## src/rtl/uart_tx_arbiter_if.sv

```systemverilog
// uart_tx_arbiter_if: requester-side and TX-FIFO-side signals of the UART
// transmit arbiter. The slave modport is the arbiter; the master modport is
// the environment that owns the requesters and the TX FIFO.
interface uart_tx_arbiter_if #(
    parameter int NUM_REQ = 4
);
    logic [NUM_REQ-1:0]   req;
    logic [8*NUM_REQ-1:0] req_data;
    logic [NUM_REQ-1:0]   req_last;
    logic [NUM_REQ-1:0]   ack;
    logic [NUM_REQ-1:0]   grant;
    logic                 busy;
    logic                 tx_full;
    logic [7:0]           w_data;
    logic                 wr_uart;

    modport slave (
        input  req, req_data, req_last, tx_full,
        output ack, grant, busy, w_data, wr_uart
    );

    modport master (
        output req, req_data, req_last, tx_full,
        input  ack, grant, busy, w_data, wr_uart
    );
endinterface

```

## src/rtl/uart_tx_arbiter.sv

```systemverilog
// uart_tx_arbiter: shares the UART TX FIFO write port between NUM_REQ byte
// streams. Ownership is per packet (until a last byte or MAX_BURST bytes),
// followed by one GAP cycle before the next arbitration in IDLE.
// Build option: define UART_TX_ARB_FIXED_PRIO_EN for lowest-index-wins
// arbitration; default is round-robin starting after the previous winner.
module uart_tx_arbiter #(
    parameter int NUM_REQ   = 4,
    parameter int MAX_BURST = 16
) (
    input  logic             clk,
    input  logic             reset,
    uart_tx_arbiter_if.slave bus
);
    localparam int IW = $clog2(NUM_REQ);
    localparam int CW = $clog2(MAX_BURST + 1);

    typedef enum logic [1:0] {
        IDLE = 2'd0,
        BUSY = 2'd1,
        GAP  = 2'd2
    } state_e;

    state_e             state_q;
    logic [NUM_REQ-1:0] grant_q;
    logic [IW-1:0]      gidx_q;     // index of the current owner
    logic [CW-1:0]      cnt_q;      // bytes accepted in this grant
    logic               busy_q;
    logic [IW-1:0]      win_d;      // arbitration winner for this cycle
    logic               any_req_d;
    logic               accept_d;
    logic               release_d;

`ifdef UART_TX_ARB_FIXED_PRIO_EN
    // Fixed priority: lowest index with a pending request wins.
    always_comb begin
        win_d = '0;
        for (int i = NUM_REQ - 1; i >= 0; i--) begin
            if (bus.req[i]) win_d = IW'(i);
        end
    end
`else
    logic [IW-1:0] last_q;          // previous winner, round-robin pointer
    logic [IW:0]   cand_d;

    // Round-robin: scan last+1, last+2, ... wrapping; nearest candidate wins,
    // so the loop runs far-to-near and the final hit is kept.
    always_comb begin
        win_d  = '0;
        cand_d = '0;
        for (int k = NUM_REQ; k >= 1; k--) begin
            cand_d = {1'b0, last_q} + (IW+1)'(k);
            if (cand_d >= (IW+1)'(NUM_REQ)) cand_d = cand_d - (IW+1)'(NUM_REQ);
            if (bus.req[cand_d[IW-1:0]]) win_d = cand_d[IW-1:0];
        end
    end
`endif

    // Write-port datapath: owner's byte goes straight to the FIFO; accept
    // happens only while the owner offers data and the FIFO has room.
    always_comb begin
        any_req_d   = |bus.req;
        accept_d    = busy_q & bus.req[gidx_q] & ~bus.tx_full & ~reset;
        release_d   = accept_d &
                      (bus.req_last[gidx_q] | (cnt_q == CW'(MAX_BURST - 1)));
        bus.ack     = '0;
        bus.wr_uart = accept_d;
        bus.w_data  = '0;
        if (busy_q && !reset) bus.w_data = bus.req_data[{gidx_q, 3'b000} +: 8];
        if (accept_d) bus.ack[gidx_q] = 1'b1;
    end

    assign bus.grant = grant_q;
    assign bus.busy  = busy_q;

    // Ownership FSM: IDLE arbitrates, BUSY counts accepted bytes until
    // release, GAP forces one dead cycle between owners.
    always_ff @(posedge clk or posedge reset) begin
        if (reset) begin
            state_q <= IDLE;
            grant_q <= '0;
            gidx_q  <= '0;
            cnt_q   <= '0;
            busy_q  <= 1'b0;
`ifndef UART_TX_ARB_FIXED_PRIO_EN
            last_q  <= IW'(NUM_REQ - 1);
`endif
        end else begin
            case (state_q)
                IDLE: begin
                    if (any_req_d) begin
                        state_q <= BUSY;
                        grant_q <= NUM_REQ'(1) << win_d;
                        gidx_q  <= win_d;
                        cnt_q   <= '0;
                        busy_q  <= 1'b1;
`ifndef UART_TX_ARB_FIXED_PRIO_EN
                        last_q  <= win_d;
`endif
                    end
                end
                BUSY: begin
                    if (release_d) begin
                        state_q <= GAP;
                        grant_q <= '0;
                        cnt_q   <= '0;
                        busy_q  <= 1'b0;
                    end else if (accept_d) begin
                        cnt_q <= cnt_q + 1'b1;
                    end
                end
                GAP: begin
                    state_q <= IDLE;
                end
                default: begin
                    state_q <= IDLE;
                    grant_q <= '0;
                    busy_q  <= 1'b0;
                end
            endcase
        end
    end
endmodule

```

## src/flat_wrapper.sv

```systemverilog
// flat-port wrapper written by rule: the top's interface ports become plain ports
module uart_tx_arbiter_flat 
#(
    parameter int NUM_REQ   = 4,
    parameter int MAX_BURST = 16
)
  (clk, reset, bus_req, bus_req_data, bus_req_last, bus_tx_full, bus_ack, bus_grant, bus_busy, bus_w_data, bus_wr_uart);
  uart_tx_arbiter_if #(.NUM_REQ(NUM_REQ)) bus_i ();
  input  logic clk;
  input  logic reset;
  input wire logic [$bits(bus_i.req)-1:0] bus_req;
  input wire logic [$bits(bus_i.req_data)-1:0] bus_req_data;
  input wire logic [$bits(bus_i.req_last)-1:0] bus_req_last;
  input wire logic [$bits(bus_i.tx_full)-1:0] bus_tx_full;
  output wire logic [$bits(bus_i.ack)-1:0] bus_ack;
  output wire logic [$bits(bus_i.grant)-1:0] bus_grant;
  output wire logic [$bits(bus_i.busy)-1:0] bus_busy;
  output wire logic [$bits(bus_i.w_data)-1:0] bus_w_data;
  output wire logic [$bits(bus_i.wr_uart)-1:0] bus_wr_uart;
  assign bus_i.req = bus_req;
  assign bus_i.req_data = bus_req_data;
  assign bus_i.req_last = bus_req_last;
  assign bus_i.tx_full = bus_tx_full;
  assign bus_ack = bus_i.ack;
  assign bus_grant = bus_i.grant;
  assign bus_busy = bus_i.busy;
  assign bus_w_data = bus_i.w_data;
  assign bus_wr_uart = bus_i.wr_uart;
  uart_tx_arbiter #(.NUM_REQ(NUM_REQ), .MAX_BURST(MAX_BURST)) u_core (.clk(clk), .reset(reset), .bus(bus_i));
endmodule
```

## config.mk

```make
export PLATFORM = sky130hd
export DESIGN_NAME = uart_tx_arbiter_flat
export DESIGN_NICKNAME = d
export VERILOG_FILES = /design/src/rtl/uart_tx_arbiter_if.sv /design/src/rtl/uart_tx_arbiter.sv /design/src/flat_wrapper.sv
export SDC_FILE = /design/constraint.sdc
export NUM_CORES = 1
export LEC_CHECK = 0
export CELL_PAD_IN_SITES_DETAIL_PLACEMENT = 0
export CELL_PAD_IN_SITES_GLOBAL_PLACEMENT = 1
export CORE_ASPECT_RATIO = 0.8
export CORE_MARGIN = 1
export CORE_UTILIZATION = 26
export DETAILED_ROUTE_END_ITERATION = 7
export GPL_TIMING_DRIVEN = 0
export HOLD_SLACK_MARGIN = 0.06
export MAX_ROUTING_LAYER = met4
export PLACE_DENSITY = 0.8
export SLEW_MARGIN = 20
export SYNTH_ARGS = -nofsm -noshare
export SYNTH_HDL_FRONTEND = slang
export SYNTH_SLANG_ARGS = --single-unit
```

## constraint.sdc

```tcl
create_clock -name clk -period 1.9 [get_ports clk]
set_input_delay 0.19 -clock clk [delete_from_list [all_inputs] [get_ports clk]]
set_output_delay 0.19 -clock clk [all_outputs]
set_load 0.05 [all_outputs]
```

# Word-level counts from Yosys, hierarchy flattened
# Cells that the tools add are included.
[totals] reg_bits=16 inputBits=43 output_inout_bits=18 wordCells=88
[classes] n_bitwise=8 addsub=9 n_eq_ne=6 magnitude_cmp=10 mux=37 n_shift=2 n_reduce_logical=10
[ops] operator="32-bit by 6-bit variable part select with 8-bit output" count=1
[ops] operator="2-bit 2-to-1 mux" count=10
[ops] operator="2-bit by 3-bit < comparator with 1-bit output (second input constant)" count=5
[ops] operator="5-bit 2-to-1 mux" count=3
[ops] operator="1-bit binary-select mux with 2-bit select" count=6
[ops] operator="3-bit >= comparator (second input constant)" count=4
[ops] operator="4-bit 2-to-1 mux" count=3
[ops] operator="4-bit case mux with 3 select lines" count=1
[ops] operator="5-bit case mux with 2 select lines" count=1
[ops] operator="1-bit 2-to-1 mux" count=9
[ops] operator="8-bit 2-to-1 mux" count=1
[ops] operator="2-bit by 1-bit subtractor with 2-bit output (second input constant)" count=4
[ops] operator="2-bit by 2-bit adder with 3-bit output (second input constant)" count=2
[ops] operator="3-bit AND reduction" count=2
[ops] operator="5-bit by 1-bit adder with 5-bit output (second input constant)" count=1
[ops] operator="5-bit by 4-bit == test with 1-bit output (second input constant)" count=1
[ops] operator="1-bit AND" count=4
[ops] operator="2-bit by 1-bit != test with 1-bit output (second input constant)" count=2
[ops] operator="2-bit case mux with 2 select lines" count=1
[ops] operator="2-bit AND reduction" count=2
[ops] operator="4-bit OR reduction" count=1
[ops] operator="1-bit by 2-bit << shifter with 4-bit output (first input constant)" count=1
[ops] operator="2-bit by 1-bit adder with 3-bit output (second input constant)" count=1
[ops] operator="2-bit by 3-bit adder with 3-bit output (second input constant)" count=1
[ops] operator="12 further kinds" count=15

# Depth between registers and ports, before layout
# Gate-level depths: netlist of the first run.
[depth] ltp_word=12 ltp_mapped=6 ltp_nobuf=6

# Least setup slack after synthesis of the first run
# No wires, ideal clock.
[synth_path] path_kind="flip-flop to output port" startpoint="register u_core.busy_q (netlist: u_core.bus.busy)" endpoint="output bus_ack[0]" t_required_ns=1.710 n_path_buf=0 slack_ns=-0.987 stages_incl_launch_ff=3 arrival_ns=2.697 path_cell_list="dfrtp_1 > nor3b_2 > nor4bb_1"
[synth_between] elab_chain_cells=4
[synth_lines] item="start, declared" line="uart_tx_arbiter.sv:27" rtl="logic busy_q;"
[synth_lines] item="start signal, assigned" line="uart_tx_arbiter.sv:83" rtl="busy_q <= 1'b0;"
[synth_lines] item="start signal, assigned" line="uart_tx_arbiter.sv:95" rtl="busy_q <= 1'b1;"
[synth_lines] item="start signal, assigned" line="uart_tx_arbiter.sv:106" rtl="busy_q <= 1'b0;"
[synth_lines] item="1-bit AND (3 in series)" line="uart_tx_arbiter.sv:62" rtl="accept_d = busy_q & bus.req[gidx_q] & ~bus.tx_full & ~reset;"
[synth_lines] item="4-bit 2-to-1 mux" line="uart_tx_arbiter.sv:69" rtl="if (accept_d) bus.ack[gidx_q] = 1'b1;"
[synth_lines] item="end, declared" line="flat_wrapper.sv:15" rtl="output wire logic [$bits(bus_i.ack)-1:0] bus_ack;"
# Every way passes these cells.

# Final worst setup path of the first run
[layout_path] startpoint="register u_core.gidx_q[0]" endpoint="register u_core.cnt_q[2]"
[layout_between] elab_chain_cells=8 elab_cells_between_ends=13 classes_between="1 x eq/ne; 6 x mux; 5 x bitwise; 1 x reduce/logical"
[layout_lines] item="start, declared" line="uart_tx_arbiter.sv:25" rtl="logic [IW-1:0] gidx_q;"
[layout_lines] item="start signal, assigned" line="uart_tx_arbiter.sv:93" rtl="gidx_q <= win_d;"
[layout_lines] item="1-bit binary-select mux with 2-bit select" line="uart_tx_arbiter.sv:62"
[layout_lines] item="1-bit 2-to-1 mux (implied by the code)" line="uart_tx_arbiter.sv:62"
[layout_lines] item="1-bit AND (3 in series)" line="uart_tx_arbiter.sv:62"
[layout_lines] item="1-bit AND" line="uart_tx_arbiter.sv:63" rtl="release_d = accept_d &"
[layout_lines] item="3-bit by 2-bit != test with 1-bit output (no source line) or 5-bit 2-to-1 mux (tied branches)"
[layout_lines] item="3-bit AND reduction (no source line) or 5-bit case mux with 2 select lines (tied branches)"
[layout_lines] item="end signal, assigned" line="uart_tx_arbiter.sv:108" rtl="cnt_q <= cnt_q + 1'b1;"
[layout_lines] item="end, declared" line="uart_tx_arbiter.sv:26" rtl="logic [CW-1:0] cnt_q;"
# Several ways; a longest one is shown, not always the timed one. The select of a mux whose other input is x is not followed.
# A chain may end at the register's enable or synchronous reset.

==> run metrics, run 1 <==
crit path kind=reg -> reg; vias=1245; fill count=414; Final Slew Violations=0; RSZ-0062 raised after global routing=true; FP Rows=21; CP Capture Type=register; Max-Cap Viols=0; antenna cells=0; Synth Flop Type=dfrtp_1; Hold Path Class=in -> async; status=complete, no violations; DRT Wirelength=4.093 mm; DP HPWL=3.058 mm; Comb pwr share=0.664; RR Endpoint=u_core.cnt_q[2]; Starting DRT DRC Count=55; clock power share=0.112; Internal=1.512 mW; CP arrival=2.07 ns; Worst path most repeated cell=buf_6; Flop pwr share=0.224; Layout Cells excl Fill=244; PortBufs=60; TritonCTS buffer count=3; Final nets=233; Vert. Die Dim=61.97 µm; post-synthesis sequential area ratio=0.3448; switching share of power=0.4456; post-detailed-route count of antenna-violating nets=0; highest clock rate=0.5296 GHz; FFs w/ async S/R, synth=1.000; Root Buffer=clkbuf_8; first-pass detailed-route iteration total=4; CP max-delay cell=mux4_2; first-pass GRT wire length=6.548 mm; clk_skew=0.003759 ns; Top Ports=61; syn nets=162; Area growth syn-to-layout=75.27%; Mapped Avg Cell Area=9.988 µm²; htree depth=1; share of cells above drive strength 1=0.2834; GRT overflow=0; Yosys reg bits=16; ratio of final minimum period to clock period=0.9939; crit-path max FO=4; dpl cells=234; Slew @ Worst Pin=0.5869 ns; slowest stage delay, CP=0.51 ns; largest net degree at the start of global routing=13; number of global-route vias before repair=1344; number of remaining DRC errors=0; average wire per standard cell=16.77 µm; CTS sink count=16; Tmin final=1.888 ns; R2R depth=6; Initial Util=0.2745; Slew Limit Headroom=0.6066; Synth cell types=37; final core occ=0.4812; Yosys warning count=0; routed vias/inst=5.102; Worst Path Required=2.08 ns; Placer Congestion=0.8870; Die Area=4769 µm²; reg2reg setup slack=0.01 ns; clock transition at the registers of the reported paths=0.07 ns; Leak Pwr=0.8403 nW; deepest clock path buffer count=2; Die W=76.96 µm; number of synthesized flops with an enable pin=0; antenna violations before repair=0; Psw=1.215 mW; Synth Instances=117; Final Setup Violations=0; core region area=4257 µm²; Crit Reg-Reg Startpoint=u_core.gidx_q[0]; CTS tree=done; final hold violations=0; All-Layer GR Usage=0.1858; Worst-Skew Late Latency=0.25 ns; worst vdd rail ir drop=0.8913 mV; Power per Cell Area=1332 nW/µm²; crit-path cells=buf_6 -> buf_6 -> mux4_2 -> or2_1 -> or4_1 -> o21ai_1; Post-Syn Area=1169 µm²; CP startpoint kind=register
## synth_stat cells, types with 2 or more instances
cell type / instances / area share
o22ai_1: 3 / 0.016
inv_1: 10 / 0.032
and3_1: 9 / 0.048
and2_1: 2 / 0.011
mux4_1: 2 / 0.045
dfrtp_1: 14 / 0.30
ha_1: 2 / 0.021
nand3_1: 5 / 0.021
or4_1: 2 / 0.013
nor2_1: 8 / 0.026
nand2b_1: 2 / 0.011
dfstp_2: 2 / 0.045
o21ai_0: 5 / 0.021
nand2_1: 10 / 0.032
nor2b_1: 3 / 0.016
o31ai_1: 3 / 0.019
mux4_2: 8 / 0.15
a21oi_1: 5 / 0.021
o32ai_1: 2 / 0.015
buf_2: 3 / 0.013
## per-layer routing
layer / global-route usage / share of wire
met4: 0.06868 / 0.026
met1: 0.2043 / 0.43
met5: - / 0
met3: 0.03212 / 0.035
met2: 0.3482 / 0.51
## worst max-delay path, delay by kind of cell, from the launching register on
kind / cells / cell delay (ns)
AND/OR/NAND/NOR: 2 / 0.66
multiplexers: 1 / 0.51
flip-flops: 1 / 0.34
buffers and inverters: 2 / 0.23
AO/OA/AOI/OAI: 1 / 0.08
## placed cells by master, fill, tap and decap left out, types with 4 or more instances in the layout
cell type / Yosys / final
o21ai_0: 5 / 5
nor2_1: 8 / 7
clkdlybuf4s50_1: 0 / 46
mux4_2: 8 / 8
nand2_1: 10 / 10
inv_1: 10 / 9
a21oi_1: 5 / 4
buf_6: 1 / 9
buf_2: 3 / 4
dfrtp_1: 14 / 13
and3_4: 0 / 6
nand3_1: 5 / 5
clkbuf_8: 0 / 5
## registers in the layout, indices dropped and copies added, names as in the netlist
signal	cells
u_core.bus.grant	4
u_core.bus.busy	1
u_core.state_q	2
u_core.gidx_q	2
u_core.last_q	2
u_core.cnt_q	5
## power by group through the flow
stage	Sequential, mW	Clock, mW	Combinational (mW)
CTS	0.598	0.310	1.72
floorplan	0.741	0	0.965
detailed placement	0.601	0	1.61
global route	0.629	0.330	1.93
global placement	0.593	0	1.56
finish	0.610	0.307	1.81
## worst max-delay path by stage
stage	slack (ns)	to	start
CTS	-0.005	u_core.cnt_q[2]	u_core.gidx_q[0]
floorplan	0.11	bus_ack[1]	u_core.bus.busy
global placement	-0.63	bus_w_data[6]	reset
finish	0.01	u_core.cnt_q[2]	u_core.gidx_q[0]
detailed placement	-0.66	bus_w_data[6]	reset
global route	-0.06	u_core.bus.grant[3]	u_core.gidx_q[0]
## metrics by stage
| step | cell area, µm² | setup slack (ns) | total power [mW] | hold slack, ns | TNS (ns) |
|---|---|---|---|---|---|
| 2_1_floorplan | 1199 | 0.1092 | 1.706 | 0.1449 | 0 |
| 3_3_place_gp | 1871 | -0.6304 | 2.155 | 0.4562 | -8.647 |
| 3_5_place_dp | 1871 | -0.6627 | 2.207 | 0.4855 | -9.845 |
| 4_1_cts | 1978 | -0.005208 | 2.629 | 0.3981 | -0.005208 |
| 5_1_grt | 2048 | -0.06274 | 2.885 | 0.1685 | -0.3979 |
| 6_report | 2048 | 0.01164 | 2.728 | 0.1282 | 0 |
## cell families after synthesis
family                   synth area share
AND/OR/NAND/NOR                    0.2355
AO/OA/AOI/OAI                      0.1317
flip-flops                         0.3448
buffers and inverters             0.05781
multiplexers                       0.2088
adder cells (fa/ha/maj)           0.02141
## cell type report
class	instances	area, µm²	area share
timing repair inverter	1	5.005	0.002443
tap	57	71.32	0.03482
clock buffer	4	55.05	0.02688
inverter	10	41.29	0.02016
buffer	5	63.81	0.03115
sequential	16	404.1	0.1973
multi-input combinational	86	769.5	0.3757
timing repair buffer	65	638.1	0.3115
## timing repair
action | in CTS | in global routing
pin swaps | 1 | 3
resized for setup | 80 | 22
gates cloned | 1 | 0
hold buffers | 0 | 1
setup buffers | 3 | 1
hold endpoints to repair | 0 | 2
setup endpoints to repair | 15 | 22
Power figures use the tool's default switching activity.
==> run 2: changes to the inputs <==
--- a/config.mk
+++ b/config.mk
@@ -9,12 +9,11 @@
 export CELL_PAD_IN_SITES_GLOBAL_PLACEMENT = 1
 export CORE_ASPECT_RATIO = 0.8
 export CORE_MARGIN = 1
-export CORE_UTILIZATION = 26
+export CORE_UTILIZATION = 31
 export DETAILED_ROUTE_END_ITERATION = 7
 export GPL_TIMING_DRIVEN = 0
 export HOLD_SLACK_MARGIN = 0.06
-export MAX_ROUTING_LAYER = met4
-export PLACE_DENSITY = 0.8
+export PLACE_DENSITY = 0.89
 export SLEW_MARGIN = 20
 export SYNTH_ARGS = -nofsm -noshare
 export SYNTH_HDL_FRONTEND = slang
==> constraint.sdc (replaced) <==
create_clock -name clk -period 2.4 [get_ports clk]
set_input_delay 0.24 -clock clk [delete_from_list [all_inputs] [get_ports clk]]
set_output_delay 0.24 -clock clk [all_outputs]
set_load 0.05 [all_outputs]
==> run metrics, run 2 (synthesis results as in run 1) <==
deepest clock path buffer count=2 (unchanged); share of cells above drive strength 1=0.1429 (-0.1406); worst vdd rail ir drop=0.6535 mV (-27%); Internal=1.021 mW (-33%); Initial Util=0.3321 (+0.05760); violated checks=DRC; first-pass GRT wire length=5.761 mm (-12%); highest clock rate=0.4365 GHz; Power per Cell Area=1014 nW/µm² (-24%); Slew @ Worst Pin=0.5371 ns (-0.04983 ns); postcts setup bufs=0 (-3); status=complete, but fails checks; CP startpoint kind=primary input; Starting DRT DRC Count=49 (-11%); antenna cells=0 (unchanged); RR Endpoint=u_core.bus.grant[0]; htree depth=1 (unchanged); dpl cells=219 (-6.4%); Final Slew Violations=0 (unchanged); Flop pwr share=0.246 (+0.022); average wire per standard cell=15.62 µm (-6.9%); Root Buffer=clkbuf_8; Area growth syn-to-layout=61.24%; Leak Pwr=0.8406 nW (about the same); first-pass detailed-route iteration total=6 (+2); FP Rows=19 (-9.5%); GRT overflow=0 (unchanged); CP Capture Type=output pin; Die W=70.65 µm (-8.2%); All-Layer GR Usage=0.1831 (-0.002663); Placer Congestion=0.7993 (-9.9%); routed vias/inst=5.357 (+5.0%); kind of cell adding the most delay to the critical path=buffers and inverters; Multi-input gate area=715.7 µm² (-7.0%); Tmin final=2.291 ns; final hold violations=0 (unchanged); Vert. Die Dim=56.92 µm (-8.1%); CTS tree=done; crit-path max FO=7 (+3); max reg flops=5 (unchanged); largest net degree at the start of global routing=13 (unchanged); clk_skew=0.003727 ns (-0.00003209 ns); Worst Path Required=2.16 ns (+0.08 ns); clock power share=0.110 (-0.002); CP max-delay cell=dlygate4sd2_1; CTS sink count=16 (unchanged); Slew Limit Headroom=0.6400 (+0.03340); number of global-route vias before repair=1214 (-9.7%); final core occ=0.5356 (+0.05437); Final nets=228 (-2.1%); fill count=318 (-23%); clock transition at the registers of the reported paths=0.06 ns (about the same); DRT Wirelength=3.499 mm (-15%); Psw=0.8895 mW (-27%); DP HPWL=2.608 mm (-15%); Worst-Skew Late Latency=0.25 ns (about the same); Comb pwr share=0.644 (-0.020); commonest non-fill, non-tap cell in the layout=clkdlybuf4s50_1; register name with the most flops=u_core.cnt_q; Max-Cap Viols=0 (unchanged); worst path bufs/invs=2 (unchanged); post-detailed-route count of antenna-violating nets=0 (unchanged); R2R depth=4 (-2); TritonCTS buffer count=3 (unchanged); antenna violations before repair=0 (unchanged); RSZ-0062 raised after global routing=false; ratio of final minimum period to clock period=0.9546; Top Ports=61 (unchanged); slowest stage delay, CP=0.55 ns (+0.04 ns); Crit Reg-Reg Startpoint=u_core.bus.busy; reg2reg setup slack=0.52 ns (+0.51 ns); commonest cells after routing, fill and taps aside=clkdlybuf4s50_1, dfrtp_1, nand2_1, dlygate4sd2_1; Final Setup Violations=0 (unchanged); number of remaining DRC errors=20 (+20); PortBufs=60 (unchanged); switching share of power=0.4656 (+0.02009); crit-path cells=clkdlybuf4s50_1 -> nor3b_4 -> nor4bb_2 -> dlygate4sd2_1; core region area=3518 µm² (-17%); CP arrival=2.05 ns (-0.02 ns); Reg area=402.9 µm² (-0.31%); vias=1200 (-3.6%); Hold Path Class=in -> async; crit path kind=in -> out; Layout Cells excl Fill=224 (-8.2%); Die Area=4021 µm² (-16%)
## run 2: changes by cell type in the layout (fill, tap and decap cells not counted), sizes merged
cell / delta
buf: -14
dlygate4sd3: -1
dlymetal6s2s: +1
clkdlybuf4s50: +1
clkbuf: -1
clkdlybuf4s15: -1
dlygate4sd2: +10
## run 2: worst max path at each step
stage | from | endpoint | slack, ns | cells after the start
floorplan | u_core.bus.busy | bus_ack[0] | -0.02 | 2
global placement | reset | bus_w_data[1] | -0.19 | 4
detailed placement | reset | bus_w_data[3] | -0.23 | 4
CTS | u_core.gidx_q[0] | bus_w_data[7] | 0.009 | 4
global route | u_core.gidx_q[0] | bus_w_data[6] | 0.009 | 5
finish | reset | bus_ack[0] | 0.11 | 4
## run 2: stage by stage
stage | setup TNS (ns) | area [µm²] | hold slack [ns] | power, mW | setup WS [ns]
floorplan | -0.02462 | 1180 | 0.1949 | 1.334 | -0.02462
global placement | -1.612 | 1833 | 0.4556 | 1.689 | -0.1918
detailed placement | -2.059 | 1833 | 0.4594 | 1.709 | -0.2292
CTS | 0 | 1883 | 0.4267 | 1.924 | 0.008835
global route | 0 | 1884 | 0.4395 | 2.042 | 0.009010
finish | 0 | 1884 | 0.4257 | 1.910 | 0.1089
## run 2: area by class of cell
cell class	instances	share of cell area
buffer	5	0.01793
clock buffer	4	0.02390
inverter	10	0.02191
multi-input combinational	86	0.3798
sequential	16	0.2138
tap	42	0.02789
timing repair buffer	60	0.3121
timing repair inverter	1	0.002656
## run 2: power groups by stage
stage / combinational (mW) / sequential [mW] / clock (mW)
2_1_floorplan: 0.749 / 0.585 / 0
3_3_place_gp: 1.22 / 0.466 / 0
3_5_place_dp: 1.24 / 0.473 / 0
4_1_cts: 1.24 / 0.470 / 0.216
5_1_grt: 1.32 / 0.488 / 0.230
6_report: 1.23 / 0.469 / 0.211
## run 2: timing repair
| action | 4_1_cts | 5_1_grt |
|---|---|---|
| pin swaps | 0 | 0 |
| hold buffers | 0 | 0 |
| cloned | 1 | 0 |
| setup endpoints to repair | 13 | 3 |
| resized for setup | 15 | 4 |
## run 2: layer usage
metal  GRT usage  up-vias  wire [µm]
li1            -      573          -
met1      0.2328      571       1531
met2      0.3259       54       1609
met3     0.03950        2        353
met4     0.03429        0          5
met5           0        -          0
